==> src/rtl/avalon_pio_debounced.sv <==
// Avalon-MM PIO for buttons and LEDs: 2-FF input sync, per-bit debounce,
// rise/fall edge capture with IRQ mask, and atomic output set/clear.
module avalon_pio_debounced #(
   parameter int unsigned IN_WIDTH        = 8,
   parameter int unsigned OUT_WIDTH       = 8,
   parameter int unsigned DEBOUNCE_CYCLES = 50000,
   parameter int unsigned CNT_W           = 16,
   parameter logic [31:0] OUT_RESET       = '0
) (
   input  logic                 clk_clk,
   input  logic                 reset_reset_n,
   input  logic [2:0]           avs_address,
   input  logic                 avs_read,
   input  logic                 avs_write,
   input  logic [31:0]          avs_writedata,
   output logic [31:0]          avs_readdata,
   output logic                 irq,
   input  logic [IN_WIDTH-1:0]  button_export,
   output logic [OUT_WIDTH-1:0] led_export
);

   typedef enum logic [2:0] {
      A_DATA     = 3'd0,
      A_OUT      = 3'd1,
      A_IRQ_MASK = 3'd2,
      A_EDGE_CAP = 3'd3,
      A_OUT_SET  = 3'd4,
      A_OUT_CLR  = 3'd5,
      A_RISE_EN  = 3'd6,
      A_FALL_EN  = 3'd7
   } reg_addr_e;

   localparam logic [CNT_W-1:0] CNT_LAST = CNT_W'(DEBOUNCE_CYCLES - 1);

   logic [IN_WIDTH-1:0]  sync1_q, sync1_d;
   logic [IN_WIDTH-1:0]  sync2_q, sync2_d;
   logic [IN_WIDTH-1:0]  stable_q, stable_d;
   logic [IN_WIDTH-1:0]  stable_prev_q, stable_prev_d;
   logic [CNT_W-1:0]     cnt_q [IN_WIDTH];
   logic [CNT_W-1:0]     cnt_d [IN_WIDTH];
   logic [IN_WIDTH-1:0]  edge_cap_q, edge_cap_d;
   logic [IN_WIDTH-1:0]  irq_mask_q, irq_mask_d;
   logic [IN_WIDTH-1:0]  rise_en_q, rise_en_d;
   logic [IN_WIDTH-1:0]  fall_en_q, fall_en_d;
   logic [OUT_WIDTH-1:0] out_q, out_d;
   logic [31:0]          readdata_q, readdata_d;

   logic [IN_WIDTH-1:0]  rise, fall, w1c;
   logic [IN_WIDTH-1:0]  wdata_in;
   logic [OUT_WIDTH-1:0] wdata_out;
   logic [31:0]          rd_mux;
   reg_addr_e            addr;
   logic                 unused_wdata;

   // Debounce: a bit only adopts the synced level after it differs from
   // stable for DEBOUNCE_CYCLES consecutive cycles; any agreement restarts.
   always_comb begin
      sync1_d       = button_export;
      sync2_d       = sync1_q;
      stable_d      = stable_q;
      stable_prev_d = stable_q;
      cnt_d         = cnt_q;
      for (int unsigned i = 0; i < IN_WIDTH; i++) begin
         cnt_d[i] = '0;
         if (sync2_q[i] != stable_q[i]) begin
            if (cnt_q[i] == CNT_LAST) begin
               stable_d[i] = sync2_q[i];
            end else begin
               cnt_d[i] = cnt_q[i] + 1'b1;
            end
         end
      end
   end

   always_comb begin
      addr         = reg_addr_e'(avs_address);
      wdata_in     = avs_writedata[IN_WIDTH-1:0];
      wdata_out    = avs_writedata[OUT_WIDTH-1:0];
      unused_wdata = ^avs_writedata;
      rise         = stable_q & ~stable_prev_q;
      fall         = ~stable_q & stable_prev_q;
      w1c          = (avs_write && addr == A_EDGE_CAP) ? wdata_in : '0;
      // A new edge in the same cycle as its W1C keeps the bit set.
      edge_cap_d   = (edge_cap_q & ~w1c) | (rise & rise_en_q) | (fall & fall_en_q);
      out_d        = out_q;
      irq_mask_d   = irq_mask_q;
      rise_en_d    = rise_en_q;
      fall_en_d    = fall_en_q;
      if (avs_write) begin
         case (addr)
            A_OUT:      out_d      = wdata_out;
            A_IRQ_MASK: irq_mask_d = wdata_in;
            A_OUT_SET:  out_d      = out_q | wdata_out;
            A_OUT_CLR:  out_d      = out_q & ~wdata_out;
            A_RISE_EN:  rise_en_d  = wdata_in;
            A_FALL_EN:  fall_en_d  = wdata_in;
            default:    ;
         endcase
      end
   end

   always_comb begin
      rd_mux = '0;
      case (addr)
         A_DATA:     rd_mux[IN_WIDTH-1:0]  = stable_q;
         A_OUT:      rd_mux[OUT_WIDTH-1:0] = out_q;
         A_IRQ_MASK: rd_mux[IN_WIDTH-1:0]  = irq_mask_q;
         A_EDGE_CAP: rd_mux[IN_WIDTH-1:0]  = edge_cap_q;
         A_RISE_EN:  rd_mux[IN_WIDTH-1:0]  = rise_en_q;
         A_FALL_EN:  rd_mux[IN_WIDTH-1:0]  = fall_en_q;
         default:    rd_mux = '0;
      endcase
      readdata_d = avs_read ? rd_mux : readdata_q;
   end

   always_ff @(posedge clk_clk or negedge reset_reset_n) begin
      if (!reset_reset_n) begin
         sync1_q       <= '0;
         sync2_q       <= '0;
         stable_q      <= '0;
         stable_prev_q <= '0;
         for (int unsigned i = 0; i < IN_WIDTH; i++) cnt_q[i] <= '0;
         edge_cap_q    <= '0;
         irq_mask_q    <= '0;
         rise_en_q     <= '0;
         fall_en_q     <= '0;
         out_q         <= OUT_RESET[OUT_WIDTH-1:0];
         readdata_q    <= '0;
      end else begin
         sync1_q       <= sync1_d;
         sync2_q       <= sync2_d;
         stable_q      <= stable_d;
         stable_prev_q <= stable_prev_d;
         cnt_q         <= cnt_d;
         edge_cap_q    <= edge_cap_d;
         irq_mask_q    <= irq_mask_d;
         rise_en_q     <= rise_en_d;
         fall_en_q     <= fall_en_d;
         out_q         <= out_d;
         readdata_q    <= readdata_d;
      end
   end

   always_comb begin
      avs_readdata = readdata_q;
      led_export   = out_q;
      irq          = |(edge_cap_q & irq_mask_q);
   end

endmodule
==> config.mk <==
export PLATFORM = sky130hd
export DESIGN_NAME = avalon_pio_debounced
export DESIGN_NICKNAME = d
export VERILOG_FILES = /design/src/rtl/avalon_pio_debounced.sv
export SDC_FILE = /design/constraint.sdc
export NUM_CORES = 1
export LEC_CHECK = 0
export ABC_AREA = 1
export ABC_CLOCK_PERIOD_IN_PS = 3600
export CAP_MARGIN = 30
export CELL_PAD_IN_SITES_DETAIL_PLACEMENT = 2
export CELL_PAD_IN_SITES_GLOBAL_PLACEMENT = 2
export CORE_UTILIZATION = 37
export CTS_CLUSTER_DIAMETER = 200
export CTS_CLUSTER_SIZE = 40
export DETAILED_ROUTE_END_ITERATION = 10
export PLACE_DENSITY = 0.95
export SLEW_MARGIN = 40
export SYNTH_ARGS = -nofsm -noshare
export SYNTH_HDL_FRONTEND = slang
export SYNTH_SLANG_ARGS = --single-unit
==> constraint.sdc <==
create_clock -name clk_clk -period 3.6 [get_ports clk_clk]
set_input_delay 0.9 -clock clk_clk [delete_from_list [all_inputs] [get_ports clk_clk]]
set_output_delay 0.9 -clock clk_clk [all_outputs]
set_load 0.02 [all_outputs]
==> flow_summary.toml <==
[critical_path]
start_kind = "flop"
r2r_start = "cnt_q[16]"
critical_path_required_ns = 2.70
worstPathArrival_ns = 2.19
setup.worst_path.class = "flop to output pin"
worstSetupStartpoint = "irq_mask_q[7]"
path_max_fanout = 3
cp-end-kind = "output pin"

[yosys]
synth_warnings = 0
synthXorXnorAreaFrac_pct = 4.04
synthMuxAreaShare_pct = 0
synth_sequential_area_ratio_pct = 49.0
synth_top_family_by_area = "simple AND/OR/NAND/NOR gates"
synth_area_um2 = 10600
synth_compound_area_share_pct = 4.85
async_reset_ff_share_pct = 100
ys_types = 34
yosys.area.top_type_share_pct = 49.0
synthTopCellsByArea = "dfrtp_1 (49%), nand2_1 (12%), nor2_1 (9.9%), inv_1 (5.8%), nand3_1 (4.9%)"
synth-seq-cells = 208
netlist_instances = 1386
yosys.area_share.simple_pct = 32.8
synthAdderAreaFrac_pct = 0.943
yosys_most_used_dff = "dfrtp_1"
synth-edff-count = 0
syn_avg_cell_area_um2 = 7.66
synth_top_area_cell = "dfrtp_1"

[route]
finalWirelength_mm = 33.7
drt_pre_antenna_iters = 4
drt-initial-drc-count = 495
drc_errors = 0
viasPerCell = 5.21
wl_per_cell_um = 18.6
final_antenna_net_count = 0
via_count = 9417

[pwr]
powerDensity_nw_per_um2 = 376
ir_worst_vdd_v = 0.000277
total_power_mw = 4.38
leakage_nw = 5.45

[placement]
dp_hpwl_mm = 25.2
gp_congestion = 0.799
place_area_um2 = 11400
io_buffers = 39

[clock_tree]
postCtsSetupRepairBufs = 0
htreeDepth = 1
clk_pin_slew_ns = 0.15
cts_resized = 0
insertion_delay_ns = 0.49
clock_path_buffers = 3
clock_sinks = 208
numCtsBuffers = 9
cts_root_buf = "clkbuf_16"
hold_buffers = 0
cts_tree = "done"

[final_layout]
nNetsFinal = 1486
drive_gt1_share_pct = 2.66
final_cell_area_um2 = 11700
antennaDiodeCount = 0
syn2layout_area_growth_pct = 9.91

[timing]
finClkSkew_ns = 0.0558
setup_viol = 0
maxSlewViolCount = 0
finalHoldViolations = 0
period_minus_slack_ns = 3.09
fmax_ghz = 0.324
relSlewSlack_pct = 59.9
tns_ns = 0
period_share_pct = 85.8
worstMarginPinSlew_ns = 0.600
rsz0062_at_grt = "no"

[global_routing]
grt_max_degree = 92
first_global_vias = 10500
grt_pass1_wl_mm = 55.4
grt_antenna_before_repair = 0
gr-total-overflow = 0
grt_use_total_pct = 23.8

[hold_path]
min_path_type = "input port to async pin"

[status]
status = "finished, final reports clean"

[floorplanning]
rows = 61
initial_utilization_pct = 37.9
die_h_um = 171
coreArea_um2 = 28000
die-area_um2 = 29400
io_pins = 88
dieWidth_um = 171

[run]
max-cap-violations = 0
## kinds of logic after synthesis
group / after synthesis
and+or+nand+nor: 823
xor gates and xnor gates: 49
AOI/OAI and AO/OA: 94
DFF: 208
adders and majority gates: 8
buffers and inverters: 203
other: 1
## worst paths after layout
path / to / slack (ns) / cells after the start
worst max-delay path: irq / 0.51 / 5
worst min-delay path: cnt_q[77] / 0.22 / 1
worst max register to register: cnt_q[22] / 1.68 / 8
worst min register to register: sync2_q[4] / 0.37 / 0
max in group asynchronous: cnt_q[14] / 2.29 / 3
min in group clk_clk: sync2_q[4] / 0.37 / 0
## layout make-up
| class | count | area (um2) |
|---|---|---|
| sequential | 208 | 5200 |
| multi-input combinational | 998 | 4620 |
| inverter | 165 | 619 |
| fill | 3340 | 16300 |
| tap | 378 | 473 |
| clock buffer | 9 | 225 |
| timing repair buffer | 49 | 503 |
| clock inverter | 1 | 30.0 |
## synthesized netlist by cell type (2+ instances only)
cell,instances
a21oi_1,39
a221oi_1,2
buf_2,5
buf_4,29
clkbuf_1,3
dfrtp_1,208
ha_1,8
inv_1,163
inv_2,2
nand2_1,336
nand2_2,3
nand3_1,105
nand3_2,2
nand3b_1,5
nand4_1,33
nand4_2,4
nor2_1,280
nor2_2,2
nor2_4,3
nor3_1,45
nor3b_1,3
o21ai_0,20
o21ai_1,16
o21bai_1,4
o221ai_1,3
o22ai_1,8
xnor2_1,13
xor2_1,36
## flip-flops by register name, indices dropped and copies added (netlist names)
register / flops
cnt_q: 128
irq_mask_q: 8
stable_prev_d: 8
rise_en_q: 8
sync1_q: 8
fall_en_q: 8
stable_prev_q: 8
led_export: 8
avs_readdata: 8
sync2_q: 8
edge_cap_q: 8
## cells in the final DEF (no fill, tap or decap), drive strengths merged
| master | instances |
|---|---|
| clkbuf | 9 |
| dfrtp | 208 |
| conb | 24 |
| o22ai | 8 |
| o21ai | 36 |
| o311ai | 1 |
| o221ai | 3 |
| nand2 | 339 |
| nor3 | 46 |
| clkinv | 1 |
| xnor2 | 13 |
| inv | 165 |
| buf | 11 |
| xor2 | 36 |
| o21a | 1 |
| nor2 | 285 |
| and3 | 1 |
| o21bai | 4 |
| ha | 8 |
| clkdlybuf4s50 | 38 |
| nand3b | 5 |
| nand3 | 107 |
| nand4 | 37 |
| a21oi | 39 |
| a221oi | 2 |
| nor3b | 3 |
## report_power, final
group / internal [mW] / switching [mW] / total, mW / leakage [nW]
registers: 2.46 / 0.124 / 2.59 / 2.79
logic: 0.185 / 0.353 / 0.538 / 2.54
clock network: 0.473 / 0.787 / 1.26 / 0.122
total: 3.12 / 1.26 / 4.38 / 5.45
## stage by stage
stage	utilization, %	setup slack [ns]	std cells	hold slack [ns]
after global routing	41.7	0.467	1808	0.215
after CTS	41.6	0.500	1807	0.370
after detailed placement	40.7	0.594	1797	0.337
after floorplan	-	1.78	1409	0.331
final	41.7	0.510	1808	0.217
after global placement	40.7	0.875	1797	0.332
## critical path, stage by stage, from the launching register on
cell	delay [ns]
dfrtp_1	0.46
nand2_1	0.12
nand2_1	0.09
a221oi_1	0.29
nand2_1	0.16
clkdlybuf4s50_1	0.58
## metal layers
layer / up-vias / share of wire, % / track usage [%]
met5: - / 0 / 0
li1: 4430 / - / -
met4: 0 / 2.9 / 6.95
met2: 154 / 52 / 44.5
met3: 56 / 2.4 / 2.05
met1: 4777 / 42 / 28.9
(Power assumes the default switching activity.)
